===== config.mk =====
export PLATFORM = sky130hd
export DESIGN_NAME = pulse_stretcher_flat
export DESIGN_NICKNAME = d
export VERILOG_FILES = /design/src/rtl/pulse_stretcher_pkg.sv /design/src/rtl/pulse_stretcher_if.sv /design/src/rtl/pulse_stretcher_load_down_counter.sv /design/src/rtl/pulse_stretcher.sv /design/src/flat_wrapper.sv
export SDC_FILE = /design/constraint.sdc
export NUM_CORES = 1
export LEC_CHECK = 0
export BUFFER_PORTS_ARGS = -buffer_cell sky130_fd_sc_hd__buf_2
export CAP_MARGIN = 20
export CORE_ASPECT_RATIO = 0.8
export CORE_UTILIZATION = 35
export DETAILED_ROUTE_END_ITERATION = 16
export PLACE_DENSITY = 0.65
export SETUP_SLACK_MARGIN = 0.3
export SLEW_MARGIN = 20
export SYNTH_ARGS = -nofsm -noshare
export SYNTH_HDL_FRONTEND = slang
export SYNTH_SLANG_ARGS = --single-unit

===== constraint.sdc =====
create_clock -name clk -period 4.6 [get_ports clk]
set_input_delay 0.92 -clock clk [delete_from_list [all_inputs] [get_ports clk]]
set_output_delay 0.92 -clock clk [all_outputs]
set_load 0.1 [all_outputs]

===== src/rtl/pulse_stretcher_pkg.sv =====
// Shared types and constants for the pulse stretcher.
package pulse_stretcher_pkg;

  typedef enum logic [1:0] {
    ST_IDLE    = 2'd0,
    ST_ACTIVE  = 2'd1,
    ST_HOLDOFF = 2'd2
  } state_e;

  localparam logic MODE_ONESHOT = 1'b0;
  localparam logic MODE_TOGGLE  = 1'b1;

endpackage


===== src/rtl/pulse_stretcher_if.sv =====
// Trigger/config inputs and level/strobe outputs of the pulse stretcher.
interface pulse_stretcher_if #(
  parameter int CNT_W = 8
);

  logic             pulse_in;
  logic             mode;
  logic             retrig_en;
  logic [CNT_W-1:0] width;
  logic [CNT_W-1:0] holdoff;
  logic             level_out;
  logic             busy;
  logic             done_pulse;
  logic             drop_pulse;

  modport master (
    output pulse_in, mode, retrig_en, width, holdoff,
    input  level_out, busy, done_pulse, drop_pulse
  );

  modport slave (
    input  pulse_in, mode, retrig_en, width, holdoff,
    output level_out, busy, done_pulse, drop_pulse
  );

endinterface


===== src/rtl/pulse_stretcher_load_down_counter.sv =====
// Loadable down-counter that saturates at zero and flags it.
module load_down_counter #(
  parameter int CNT_W = 8
) (
  input  logic             clk,
  input  logic             reset_n,
  input  logic             load_i,
  input  logic [CNT_W-1:0] load_val_i,
  input  logic             en_i,
  output logic             zero_o
);

  localparam logic [CNT_W-1:0] ONE = {{(CNT_W-1){1'b0}}, 1'b1};

  logic [CNT_W-1:0] cnt_q;

  // Load has priority over decrement; the count never wraps below zero.
  always_ff @(posedge clk or negedge reset_n) begin
    if (!reset_n) begin
      cnt_q <= '0;
    end else if (load_i) begin
      cnt_q <= load_val_i;
    end else if (en_i && (cnt_q != '0)) begin
      cnt_q <= cnt_q - ONE;
    end
  end

  assign zero_o = (cnt_q == '0);

endmodule


===== src/rtl/pulse_stretcher.sv =====
// Pulse stretcher: turns single-cycle triggers into one-shot or toggled levels.
//
//   state      | meaning
//   -----------+-------------------------------------------------------
//   ST_IDLE    | waiting for a trigger; mode is sampled here
//   ST_ACTIVE  | one-shot level high, counting down the width
//   ST_HOLDOFF | dead time after an output event; triggers are dropped
module pulse_stretcher
  import pulse_stretcher_pkg::*;
#(
  parameter int CNT_W = 8
) (
  input logic               clk,
  input logic               reset_n,
  pulse_stretcher_if.slave  bus
);

  localparam logic [CNT_W-1:0] ONE = {{(CNT_W-1){1'b0}}, 1'b1};

  state_e           state_q, state_d;
  logic             level_q, level_d;
  logic             busy_q;
  logic             done_q, done_d;
  logic             drop_q, drop_d;
  logic             mode_q, mode_d;

  logic             cnt_load;
  logic [CNT_W-1:0] cnt_load_val;
  logic             cnt_en;
  logic             cnt_zero;

  logic [CNT_W-1:0] width_ld;
  logic [CNT_W-1:0] holdoff_ld;
  logic             holdoff_nz;

  // A width of zero behaves as one cycle; counts load as (cycles - 1).
  assign width_ld   = (bus.width == '0) ? '0 : (bus.width - ONE);
  assign holdoff_ld = bus.holdoff - ONE;
  assign holdoff_nz = (bus.holdoff != '0);

  load_down_counter #(.CNT_W(CNT_W)) u_cnt (
    .clk        (clk),
    .reset_n    (reset_n),
    .load_i     (cnt_load),
    .load_val_i (cnt_load_val),
    .en_i       (cnt_en),
    .zero_o     (cnt_zero)
  );

  // Next-state, counter control and next output values.
  always_comb begin
    state_d      = state_q;
    level_d      = level_q;
    done_d       = 1'b0;
    drop_d       = 1'b0;
    mode_d       = mode_q;
    cnt_load     = 1'b0;
    cnt_load_val = width_ld;
    cnt_en       = 1'b0;

    unique case (state_q)
      ST_IDLE: begin
        mode_d = bus.mode;
        if (bus.pulse_in) begin
          if (bus.mode == MODE_ONESHOT) begin
            state_d  = ST_ACTIVE;
            level_d  = 1'b1;
            cnt_load = 1'b1;
          end else begin
            level_d = ~level_q;
            if (holdoff_nz) begin
              state_d      = ST_HOLDOFF;
              cnt_load     = 1'b1;
              cnt_load_val = holdoff_ld;
            end
          end
        end else if ((mode_q == MODE_TOGGLE) && (bus.mode == MODE_ONESHOT)) begin
          // Leaving toggle mode releases any level left high, silently.
          level_d = 1'b0;
        end
      end

      ST_ACTIVE: begin
        if (bus.pulse_in && bus.retrig_en) begin
          cnt_load = 1'b1;
        end else begin
          drop_d = bus.pulse_in;
          if (cnt_zero) begin
            level_d = 1'b0;
            done_d  = 1'b1;
            if (holdoff_nz) begin
              state_d      = ST_HOLDOFF;
              cnt_load     = 1'b1;
              cnt_load_val = holdoff_ld;
            end else begin
              state_d = ST_IDLE;
            end
          end else begin
            cnt_en = 1'b1;
          end
        end
      end

      ST_HOLDOFF: begin
        drop_d = bus.pulse_in;
        if (cnt_zero) begin
          state_d = ST_IDLE;
        end else begin
          cnt_en = 1'b1;
        end
      end

      default: begin
        state_d = ST_IDLE;
        level_d = 1'b0;
      end
    endcase
  end

  // State and registered outputs; busy tracks the state being entered.
  always_ff @(posedge clk or negedge reset_n) begin
    if (!reset_n) begin
      state_q <= ST_IDLE;
      level_q <= 1'b0;
      busy_q  <= 1'b0;
      done_q  <= 1'b0;
      drop_q  <= 1'b0;
      mode_q  <= MODE_ONESHOT;
    end else begin
      state_q <= state_d;
      level_q <= level_d;
      busy_q  <= (state_d != ST_IDLE);
      done_q  <= done_d;
      drop_q  <= drop_d;
      mode_q  <= mode_d;
    end
  end

  assign bus.level_out  = level_q;
  assign bus.busy       = busy_q;
  assign bus.done_pulse = done_q;
  assign bus.drop_pulse = drop_q;

endmodule


===== src/flat_wrapper.sv =====
// flat-port wrapper written by rule: the top's interface ports become plain ports
module pulse_stretcher_flat import pulse_stretcher_pkg::*;
#(
  parameter int CNT_W = 8
)
  (clk, reset_n, bus_pulse_in, bus_mode, bus_retrig_en, bus_width, bus_holdoff, bus_level_out, bus_busy, bus_done_pulse, bus_drop_pulse);
  pulse_stretcher_if #(.CNT_W(CNT_W)) bus_i ();
  input logic clk;
  input logic reset_n;
  input wire logic [$bits(bus_i.pulse_in)-1:0] bus_pulse_in;
  input wire logic [$bits(bus_i.mode)-1:0] bus_mode;
  input wire logic [$bits(bus_i.retrig_en)-1:0] bus_retrig_en;
  input wire logic [$bits(bus_i.width)-1:0] bus_width;
  input wire logic [$bits(bus_i.holdoff)-1:0] bus_holdoff;
  output wire logic [$bits(bus_i.level_out)-1:0] bus_level_out;
  output wire logic [$bits(bus_i.busy)-1:0] bus_busy;
  output wire logic [$bits(bus_i.done_pulse)-1:0] bus_done_pulse;
  output wire logic [$bits(bus_i.drop_pulse)-1:0] bus_drop_pulse;
  assign bus_i.pulse_in = bus_pulse_in;
  assign bus_i.mode = bus_mode;
  assign bus_i.retrig_en = bus_retrig_en;
  assign bus_i.width = bus_width;
  assign bus_i.holdoff = bus_holdoff;
  assign bus_level_out = bus_i.level_out;
  assign bus_busy = bus_i.busy;
  assign bus_done_pulse = bus_i.done_pulse;
  assign bus_drop_pulse = bus_i.drop_pulse;
  pulse_stretcher #(.CNT_W(CNT_W)) u_core (.clk(clk), .reset_n(reset_n), .bus(bus_i));
endmodule

==> out/summary.md <==
## Run status
• complete, no violations — run status

## Floorplan
• 0.004074 mm² — area enclosed by the die boundary
• 71.12 µm — horizontal die dimension
• 0.3776 — starting utilization of the core area
• 0.003542 mm² — area of the core
• 25 — boundary pin count
• 19 — Site Rows
• 57.29 µm — die extent in y

## Synth
• 0.2806 — portion of synthesized cell area occupied by the leading cell type
• 0.2806 — sequential cell area fraction in the yosys report
• 1.000 — ys async rst share
• dfrtp_1, inv_1, mux2_2, nand2_1 — Post-synth top cells
• 15 — Seq cells post-synth
• dfrtp_1, mux2_2, ha_1 — main area contributors after synthesis
• 176 — synthesized netlist net count
• dfrtp_1 — prevailing post-synth register cell
• 0.001338 mm² — summed instance area of the synthesized netlist
• dfrtp_1 — top cell type by total area after synthesis
• 147 — number of instances in the synthesized netlist
• 0 — yosys synthesis warning count
• 9.099 µm² — average size of a mapped cell
• 46 — distinct cell type count after synthesis
• dfrtp_1 — most repeated cell in the gate-level netlist after synthesis
• 0 — Post-synth EDFFs

## Timing
• 0 ps — total negative slack
• 2878 ps — min Tclk post-route
• 0 — total count of max-transition violations in the final report
• 4.085 ps — setup skew after layout
• false — unrepaired setup endpoints after global routing
• 0 — Final Hold Fails
• 606.0 ps — Least-Margin Pin Slew
• 0.5923 — Slew HR
• 0.6256 — Period Utilization, post-route
• 0 — final setup violation count
• 347.5 MHz — top achievable clock speed

## Routing
• 5.704 — Via density
• 1,232 — Vias
• 87 — Starting DRT DRC Count
• 6 — 1st-pass router iterations
• 0 — Antenna Nets Post-Route
• 3086 µm — total wire length after detailed routing
• 14.29 µm — average detailed-routed wire length per instance
• 0 — number of DRC violations after detailed routing

## Critical path
• 3010 ps — Worst Path Arrival
• flip-flop — Setup crit end kind
• 8 — critical path fanouts, max
• in2reg — kind of critical path
• input port — crit path launch type
• 4730 ps — critical path data required time

## GRT
• 0 — sum of overflow across all layers after global routing
• 0.1643 — All-Layer GR Usage
• 1,175 — vias in the first global route
• 0 — number of antenna violations at the first check in global routing
• 16 — largest net degree at the start of global routing
• 5285 µm — wire length of the first global-routing pass

## Power and ir drop
• 0.6767 nW — leakage
• 0.2653 mV — worst IR drop on VDD
• 0.0008488 W — Power Total
• 549.7 mW/mm² — Power Density

## Clocking
• 60 ps — clock transition at the register clock pins on the worst setup and hold paths after CTS
• 250 ps — clock network latency to the later pin of the worst-skew pair
• 2 — clock tree buffer depth
• 3 — Inserted Clock Buffers
• 0 — cts hold-fix bufs
• 15 — clock tree sinks
• 0 — number of buffers inserted to repair setup after CTS
• clkbuf_8 — root buf cell
• 0 — post_cts resized
• yes — TritonCTS clock tree
• 1 — H-tree depth reported by CTS

## Run
• 0 — max-cap violation count

## Final layout
• 0.4359 — core occupancy in the finished layout
• 204 — post-layout net count
• 0.2816 — share of final-layout standard cells stronger than drive strength 1
• 0 — Antenna diodes
• 15.43% — Synth-to-Final Area Change

## Worst hold path
• reg2reg — worst hold path type

## Placed design
• 24 — buffers added on ports
• 2582 µm — HPWL after DPL
• 0.8399 — global placer's final weighted congestion

-- cell type report --
type | instances | area, µm²
Tap cell | 42 | 52.55
Clock buffer | 4 | 45.04
Fill cell | 351 | 1998
Timing Repair Buffer | 24 | 120.1
Multi-Input combinational cell | 118 | 902.1
Inverter | 13 | 48.80
Sequential cell | 15 | 375.4
-- cell families (layout without fill, tap and decap cells) --
logic type | Yosys count | count (layout) | share of synthesized area
buf+inv | 14 | 41 | 0.04490
compound gates | 38 | 38 | 0.2086
fa+ha+maj | 8 | 8 | 0.07484
xor+xnor | 15 | 15 | 0.09823
flops | 15 | 15 | 0.2806
simple gates | 47 | 47 | 0.2095
mux | 10 | 10 | 0.08326
-- registers in the layout (all words and copies together), names as in the netlist --
name	cells
u_core.state_q	2
u_core.u_cnt.cnt_q	8
u_core.bus.busy	1
u_core.mode_q	1
u_core.bus.done_pulse	1
u_core.bus.drop_pulse	1
u_core.bus.level_out	1
-- through the flow --
step / cell area (µm²) / setup slack, ps / instances / hold WS, ps
after CTS: 1544 / 1712 / 216 / 522.8
after floorplan: 1338 / 1805 / 147 / 481.7
after detailed placement: 1499 / 1450 / 212 / 509.1
after global routing: 1544 / 1596 / 216 / 535.0
after global placement: 1499 / 1568 / 212 / 493.9
final: 1544 / 1722 / 216 / 521.2
-- cell usage in the layout (no fill, tap or decap), drive strengths merged, types with 2 or more instances in the layout --
cell type	netlist	routed
buf	1	24
dfrtp	15	15
inv	13	13
nand2	9	9
mux2	9	9
nor2	8	8
o22ai	8	8
xnor2	8	8
ha	8	8
xor2	7	7
a21oi	7	7
or4	6	6
nor3	5	5
o21ai	5	5
nor4	5	5
clkbuf	0	4
nand3	3	3
or3	3	3
nor3b	2	2
a22oi	2	2
o21a	2	2
and3	2	2
a21o	2	2
a32o	2	2
-- where the power goes --
part / total [W] / internal, W / switching (W)
logic: 0.000495 / 0.000206 / 0.000290
clock network: 0.000108 / 0.0000614 / 0.0000469
registers: 0.000245 / 0.000191 / 0.0000540
-- per-layer routing --
metal  share of wire  vias up  GRT usage
met4           0.012        0    0.05143
met5               0        -          0
li1                -      609          -
met2            0.45       40     0.2665
met3           0.042        7    0.02827
met1            0.50      576     0.2254
-- critical path: stages --
cell and delay, ps:
buf_2 120, inv_1 50, ha_1 190, or4b_4 510, nor4_2 330, o21ai_1 210
a21oi_4 310, mux2_2 370
-- worst paths after layout --
path | slack (ps) | cells past startpoint | startpoint | endpoint
min in group asynchronous | 570 | 1 | reset_n | u_core.state_q[1]
hold / removal | 520 | 1 | u_core.mode_q | u_core.mode_q
setup / recovery | 1720 | 8 | bus_holdoff[0] | u_core.u_cnt.cnt_q[7]
max in group asynchronous | 3780 | 1 | reset_n | u_core.u_cnt.cnt_q[0]
hold reg to reg | 520 | 1 | u_core.mode_q | u_core.mode_q
setup reg to reg | 2180 | 7 | u_core.state_q[1] | u_core.u_cnt.cnt_q[5]
(Power assumes the default switching activity.)
